$ cat config.mk
export PLATFORM = sky130hd
export DESIGN_NAME = pwl_activation
export DESIGN_NICKNAME = d
export VERILOG_FILES = /design/src/rtl/pwl_pkg.sv /design/src/rtl/pwl_seg_select.sv /design/src/rtl/pwl_activation.sv
export SDC_FILE = /design/constraint.sdc
export NUM_CORES = 2
export LEC_CHECK = 0
export ABC_AREA = 0
export ABC_CLOCK_PERIOD_IN_PS = 8880
export CORE_MARGIN = 2
export CORE_UTILIZATION = 35
export CTS_BUF_LIST = sky130_fd_sc_hd__clkbuf_4
export DETAILED_ROUTE_END_ITERATION = 8
export SLEW_MARGIN = 20
export SYNTH_ARGS = -nofsm -noshare
export SYNTH_HDL_FRONTEND = slang
export SYNTH_SLANG_ARGS = --single-unit
$ cat constraint.sdc
create_clock -name clk -period 8.88 [get_ports clk]
set_input_delay 0.888 -clock clk [delete_from_list [all_inputs] [get_ports clk]]
set_output_delay 0.888 -clock clk [all_outputs]
set_load 0.02 [all_outputs]
$ cat src/rtl/pwl_pkg.sv
// Shared types and helpers for the programmable piecewise-linear activation unit.
package pwl_pkg;

  localparam int unsigned PWL_DATA_W = 16;
  localparam int unsigned PWL_FRAC_W = 9;
  localparam int unsigned PWL_NSEG   = 32;
  localparam int unsigned PWL_SH_W   = 4;

  typedef enum logic [1:0] {
    CFG_BP   = 2'd0,
    CFG_X0   = 2'd1,
    CFG_BIAS = 2'd2,
    CFG_SHZ  = 2'd3
  } cfg_field_e;

  // Per-segment evaluation fields; the breakpoint lives in a separate table.
  typedef struct packed {
    logic [PWL_DATA_W-1:0] x0;
    logic [PWL_DATA_W-1:0] bias;
    logic [PWL_SH_W-1:0]   shift;
    logic                  zero;
  } seg_entry_t;

  // Clamp a signed value to the range of a w-bit two's-complement number.
  function automatic logic signed [63:0] sat(input logic signed [63:0] v, input int unsigned w);
    logic signed [63:0] hi;
    logic signed [63:0] lo;
    hi = (64'sd1 <<< (w - 1)) - 64'sd1;
    lo = -hi - 64'sd1;
    if (v > hi) return hi;
    if (v < lo) return lo;
    return v;
  endfunction

endpackage

$ cat src/rtl/pwl_seg_select.sv
// Segment lookup: thermometer compare of x against breakpoints 1..NSEG-1, then popcount.
module pwl_seg_select #(
  parameter int unsigned DATA_W = 16,
  parameter int unsigned NSEG   = 32
) (
  input  logic signed [DATA_W-1:0]       x,
  input  logic        [DATA_W-1:0]       bp [1:NSEG-1],
  output logic        [$clog2(NSEG)-1:0] seg
);

  localparam int unsigned SEG_W = $clog2(NSEG);

  logic [NSEG-1:1] ge;

  for (genvar k = 1; k < NSEG; k++) begin : g_cmp
    assign ge[k] = (x >= $signed(bp[k]));
  end

  // Count of breakpoints at or below x; at most NSEG-1 so it fits SEG_W bits.
  always_comb begin
    seg = '0;
    for (int unsigned k = 1; k < NSEG; k++) begin
      seg = seg + SEG_W'(ge[k]);
    end
  end

endmodule

$ cat src/rtl/pwl_activation.sv
// Programmable piecewise-linear activation: run-time segment table, 3-stage valid/ready pipeline.
module pwl_activation
  import pwl_pkg::*;
#(
  parameter int unsigned DATA_W = PWL_DATA_W,
  parameter int unsigned NSEG   = PWL_NSEG,
  parameter int unsigned SH_W   = PWL_SH_W
) (
  input  logic                      clk,
  input  logic                      rst,
  input  logic                      in_valid,
  output logic                      in_ready,
  input  logic signed [DATA_W-1:0]  in_x,
  output logic                      out_valid,
  input  logic                      out_ready,
  output logic signed [DATA_W-1:0]  out_y,
  input  logic                      cfg_we,
  input  logic [$clog2(NSEG)-1:0]   cfg_addr,
  input  logic [1:0]                cfg_field,
  input  logic [DATA_W-1:0]         cfg_data
);

  localparam int unsigned SEG_W = $clog2(NSEG);
  localparam int unsigned DW1   = DATA_W + 1;
  localparam int unsigned DW2   = DATA_W + 2;

  logic [DATA_W-1:0] bp_q  [1:NSEG-1];
  seg_entry_t        ent_q [NSEG];
  logic [SEG_W-1:0]  seg_c;
  logic              adv;

  logic                     v1, v2;
  logic signed [DATA_W-1:0] x1;
  seg_entry_t               e1;
  logic signed [DATA_W:0]   d2;
  logic signed [DATA_W-1:0] b2;
  logic                     z2;

  logic signed [DATA_W:0]   diff_c;
  logic signed [DATA_W:0]   shifted_c;
  logic signed [DATA_W+1:0] sum_c;

  assign adv      = ~out_valid | out_ready;
  assign in_ready = adv;

  // Table writes are never blocked; S1 reads the pre-write contents on the same edge.
  always_ff @(posedge clk) begin
    if (!rst) begin
      for (int unsigned k = 1; k < NSEG; k++) bp_q[k] <= '0;
      for (int unsigned k = 0; k < NSEG; k++) ent_q[k] <= '0;
    end else if (cfg_we) begin
      case (cfg_field_e'(cfg_field))
        CFG_BP:   if (cfg_addr != '0) bp_q[cfg_addr] <= cfg_data;
        CFG_X0:   ent_q[cfg_addr].x0   <= cfg_data;
        CFG_BIAS: ent_q[cfg_addr].bias <= cfg_data;
        CFG_SHZ: begin
          ent_q[cfg_addr].shift <= cfg_data[SH_W-1:0];
          ent_q[cfg_addr].zero  <= cfg_data[SH_W];
        end
        default: ;
      endcase
    end
  end

  pwl_seg_select #(
    .DATA_W (DATA_W),
    .NSEG   (NSEG)
  ) u_seg_select (
    .x   (in_x),
    .bp  (bp_q),
    .seg (seg_c)
  );

  always_comb begin
    diff_c    = DW1'(x1) - DW1'($signed(e1.x0));
    shifted_c = diff_c >>> e1.shift;
    sum_c     = DW2'(d2) + DW2'(b2);
  end

  // All stages advance together; bubbles travel with their slot.
  always_ff @(posedge clk) begin
    if (!rst) begin
      v1        <= 1'b0;
      v2        <= 1'b0;
      out_valid <= 1'b0;
      x1        <= '0;
      e1        <= '0;
      d2        <= '0;
      b2        <= '0;
      z2        <= 1'b0;
      out_y     <= '0;
    end else if (adv) begin
      v1        <= in_valid;
      x1        <= in_x;
      e1        <= ent_q[seg_c];
      v2        <= v1;
      d2        <= shifted_c;
      b2        <= $signed(e1.bias);
      z2        <= e1.zero;
      out_valid <= v2;
      out_y     <= z2 ? '0 : DATA_W'(sat(64'(sum_c), DATA_W));
    end
  end

endmodule
==> impl_metrics.yaml <==
synthesis:
  postSynthCellCount: 8135
  syn_area_per_cell_sq_um: 11.1
  ys_seq_area_share_pct: 52.7
  synth_area_sq_um: 90400
  synth_common_cells: "1200 x nand2_1, 1191 x and2_1, 1184 x edfxtp_1, 687 x a21oi_1, 602 x dfxtp_1"
  yosysTopAreaCell: "edfxtp_1"
  ys_ff_latch: 1786
  yosys-top-cells-area: "edfxtp_1 39%, dfxtp_1 13%, mux4_2 9.3%"
  ys_types: 77
  yosysMostFrequentCell: "nand2_1"
  ys_dominant_reg_cell: "edfxtp_1"
  synth_top_area_share_pct: 39.3
  synth_edf_count: 1184
  synth_fp_nets: 8742
  synth_warnings: 0
  async_reset_ff_share_pct: 0
global_routing:
  grt_usage_pct: 21.9
  grt_overflow: 0
  grt_max_degree: 166
  grt_first_pass_wirelength_microns: 429000
  antenna_found_initial: 14
  first_global_vias: 65200
floorplanning:
  core_sq_um: 257000
  die_w_microns: 512
  num_rows: 186
  initial_utilization_pct: 35.2
  dieArea_sq_um: 262000
  die_y_microns: 512
  ioPinCount: 62
critical_path:
  endpoint: "e1[31]$_SDFFE_PN0P_"
  rr_startpoint: "bp_q[465]$_SDFFE_PN0P_"
  start_kind: "flip-flop"
  r2r_cells: 29
  end_kind: "flip-flop"
  critPathMaxFanout: 22
  path_class: "reg -> reg"
  r2r-end: "e1[31]$_SDFFE_PN0P_"
  crit_top_cell: "fa_1"
  setup.worst_path.start: "bp_q[465]$_SDFFE_PN0P_"
  cp_slowest_stage_delay_ns: 0.89
  cp.required_ns: 10.10
  r2r_setup_slack_ns: 0.29
  cp_slowest_cell: "fa_4"
  worstPathArrival_ns: 9.81
drt:
  route.detailed.drc: 0
  wl_per_cell_microns: 23.8
  wl_microns: 291000
  drt_iter0_markers: 7106
  routed-via-count: 65300
  ant_nets: 0
  first_pass_iters: 6
  vias_per_cell: 5.34
placed_design:
  io_buffers: 61
  dp_hpwl_microns: 182000
  placed_area_sq_um: 96600
  place_inst: 11400
  gp_congestion: 0.891
sta:
  clock.fmax_ghz: 0.116
  min_period_ns: 8.59
  hold_violations: 0
  maxSlewViolCount: 0
  finClkSkew_ns: 0.163
  setup_viol: 0
  post-route-period-util_pct: 96.7
  relSlewSlack_pct: 17.9
  rsz0062_at_grt: "false"
  worst_pin_slew_ns: 1.23
  fin_setup_tns_ns: 0
cells_and_area:
  area_growth_pct: 13.7
  finalNonFillerCells: 12200
  filler_cell_count: 24400
  drive_gt1_share_pct: 17.8
  stdcell_area_sq_um: 103000
  multi_input_area_sq_um: 39100
  final_nets: 9094
  post-route-util_pct: 40.0
  regArea_sq_um: 47600
run:
  cap_violations: 0
hold_path:
  holdCritPathClass: "in -> reg"
clock_network:
  ctsRootBufferMaster: "clkbuf_4"
  cts_max_level: 5
  cts_buffers: 466
  path_clk_slew_ns: 0.07
  clk_path_buf_depth: 4
  numClockSinks: 1786
  tritoncts: "yes"
  clk_latency_ns: 1.50
status:
  status: "completed"
worst min path at each step:
stage	start	to	slack [ns]	depth (start not counted)
3_5_place_dp	d2[12]$_SDFFE_PN0P_	d2[12]$_SDFFE_PN0P_	0.44	2
2_1_floorplan	d2[12]$_SDFFE_PN0P_	d2[12]$_SDFFE_PN0P_	0.42	2
4_1_cts	cfg_data[6]	bp_q[358]$_SDFFE_PN0P_	0.02	3
3_3_place_gp	d2[13]$_SDFFE_PN0P_	d2[13]$_SDFFE_PN0P_	0.44	2
5_1_grt	cfg_data[7]	ent_q[27][12]$_SDFFCE_PN0P_	0.1	2
6_report	cfg_data[7]	ent_q[27][12]$_SDFFCE_PN0P_	0.14	2
cell families (layout without fill, tap and decap cells):
group	count (synthesis)	after routing	share of synthesized area [%]
compound gates	1235	1235	7.90
xor+xnor	33	33	0.328
fa+ha+maj	563	563	8.00
buf+inv	1082	1783	4.52
flops	1786	1786	52.7
mux	433	433	9.96
other cells	0	11	0
simple gates	3003	3003	16.6
cell usage in the layout (no fill, tap or decap), types with 315 or more instances in the layout:
cell,Yosys,routed
nand2_1,1200,1200
and2_1,1191,1191
edfxtp_1,1184,1184
a21oi_1,687,686
clkbuf_4,0,682
dfxtp_1,602,602
ha_1,538,537
inv_1,536,535
mux4_2,372,372
buf_4,0,315
routing by layer:
layer,GRT usage (%),share of wire [%],vias up
met5,0,0.0038,-
li1,-,-,29500
met1,29.1,41,32300
met4,8.08,3.6,2
met3,4.12,8.8,545
met2,35.6,46,2989
what timing repair did:
| action | 4_1_cts | 5_1_grt |
|---|---|---|
| gates resized for setup | 0 | 7 |
| endpoints found under the setup margin | 0 | 26 |
| buffers inserted | 0 | 3 |
| hold buffers | 13 | 0 |
| hold endpoints to repair | 167 | 0 |
state kept, by name, indices dropped and copies added (netlist names):
register / flops
b2: 16
v1: 1
out_valid: 1
bp_q: 496
z2: 1
e1: 37
d2: 17
out_y: 16
ent_q: 1184
v2: 1
x1: 16
per-stage QoR:
step	hold slack [ns]	setup slack (ns)
2_1_floorplan	0.422	0.0478
3_3_place_gp	0.437	-0.843
3_5_place_dp	0.443	-0.830
4_1_cts	0.0171	0.124
5_1_grt	0.0966	0.0131
6_report	0.145	0.294
final cells by class:
cell class	count	area share, %
Multi-Input combinational cell	5267	38.1
Timing Repair Buffer	426	3.79
Tap cell	3384	4.12
Clock inverter	135	0.688
Clock buffer	682	4.98
Sequential cell	1786	46.3
Antenna cell	11	0.0268
Inverter	540	1.99
worst max-delay path, delay by kind of cell (launching register included):
| family | cells | cell delay (ns) |
|---|---|---|
| AO/OA/AOI/OAI | 8 | 1.23 |
| adder cells (fa/ha/maj) | 10 | 4.84 |
| buffers and inverters | 6 | 0.60 |
| flip-flops | 1 | 0.34 |
| multiplexers | 4 | 1.28 |
| AND/OR/NAND/NOR | 1 | 0.14 |
Power is left out: the tool's default activity adds up to more than one toggle a clock period on the data nets, which glitch-free logic cannot reach.
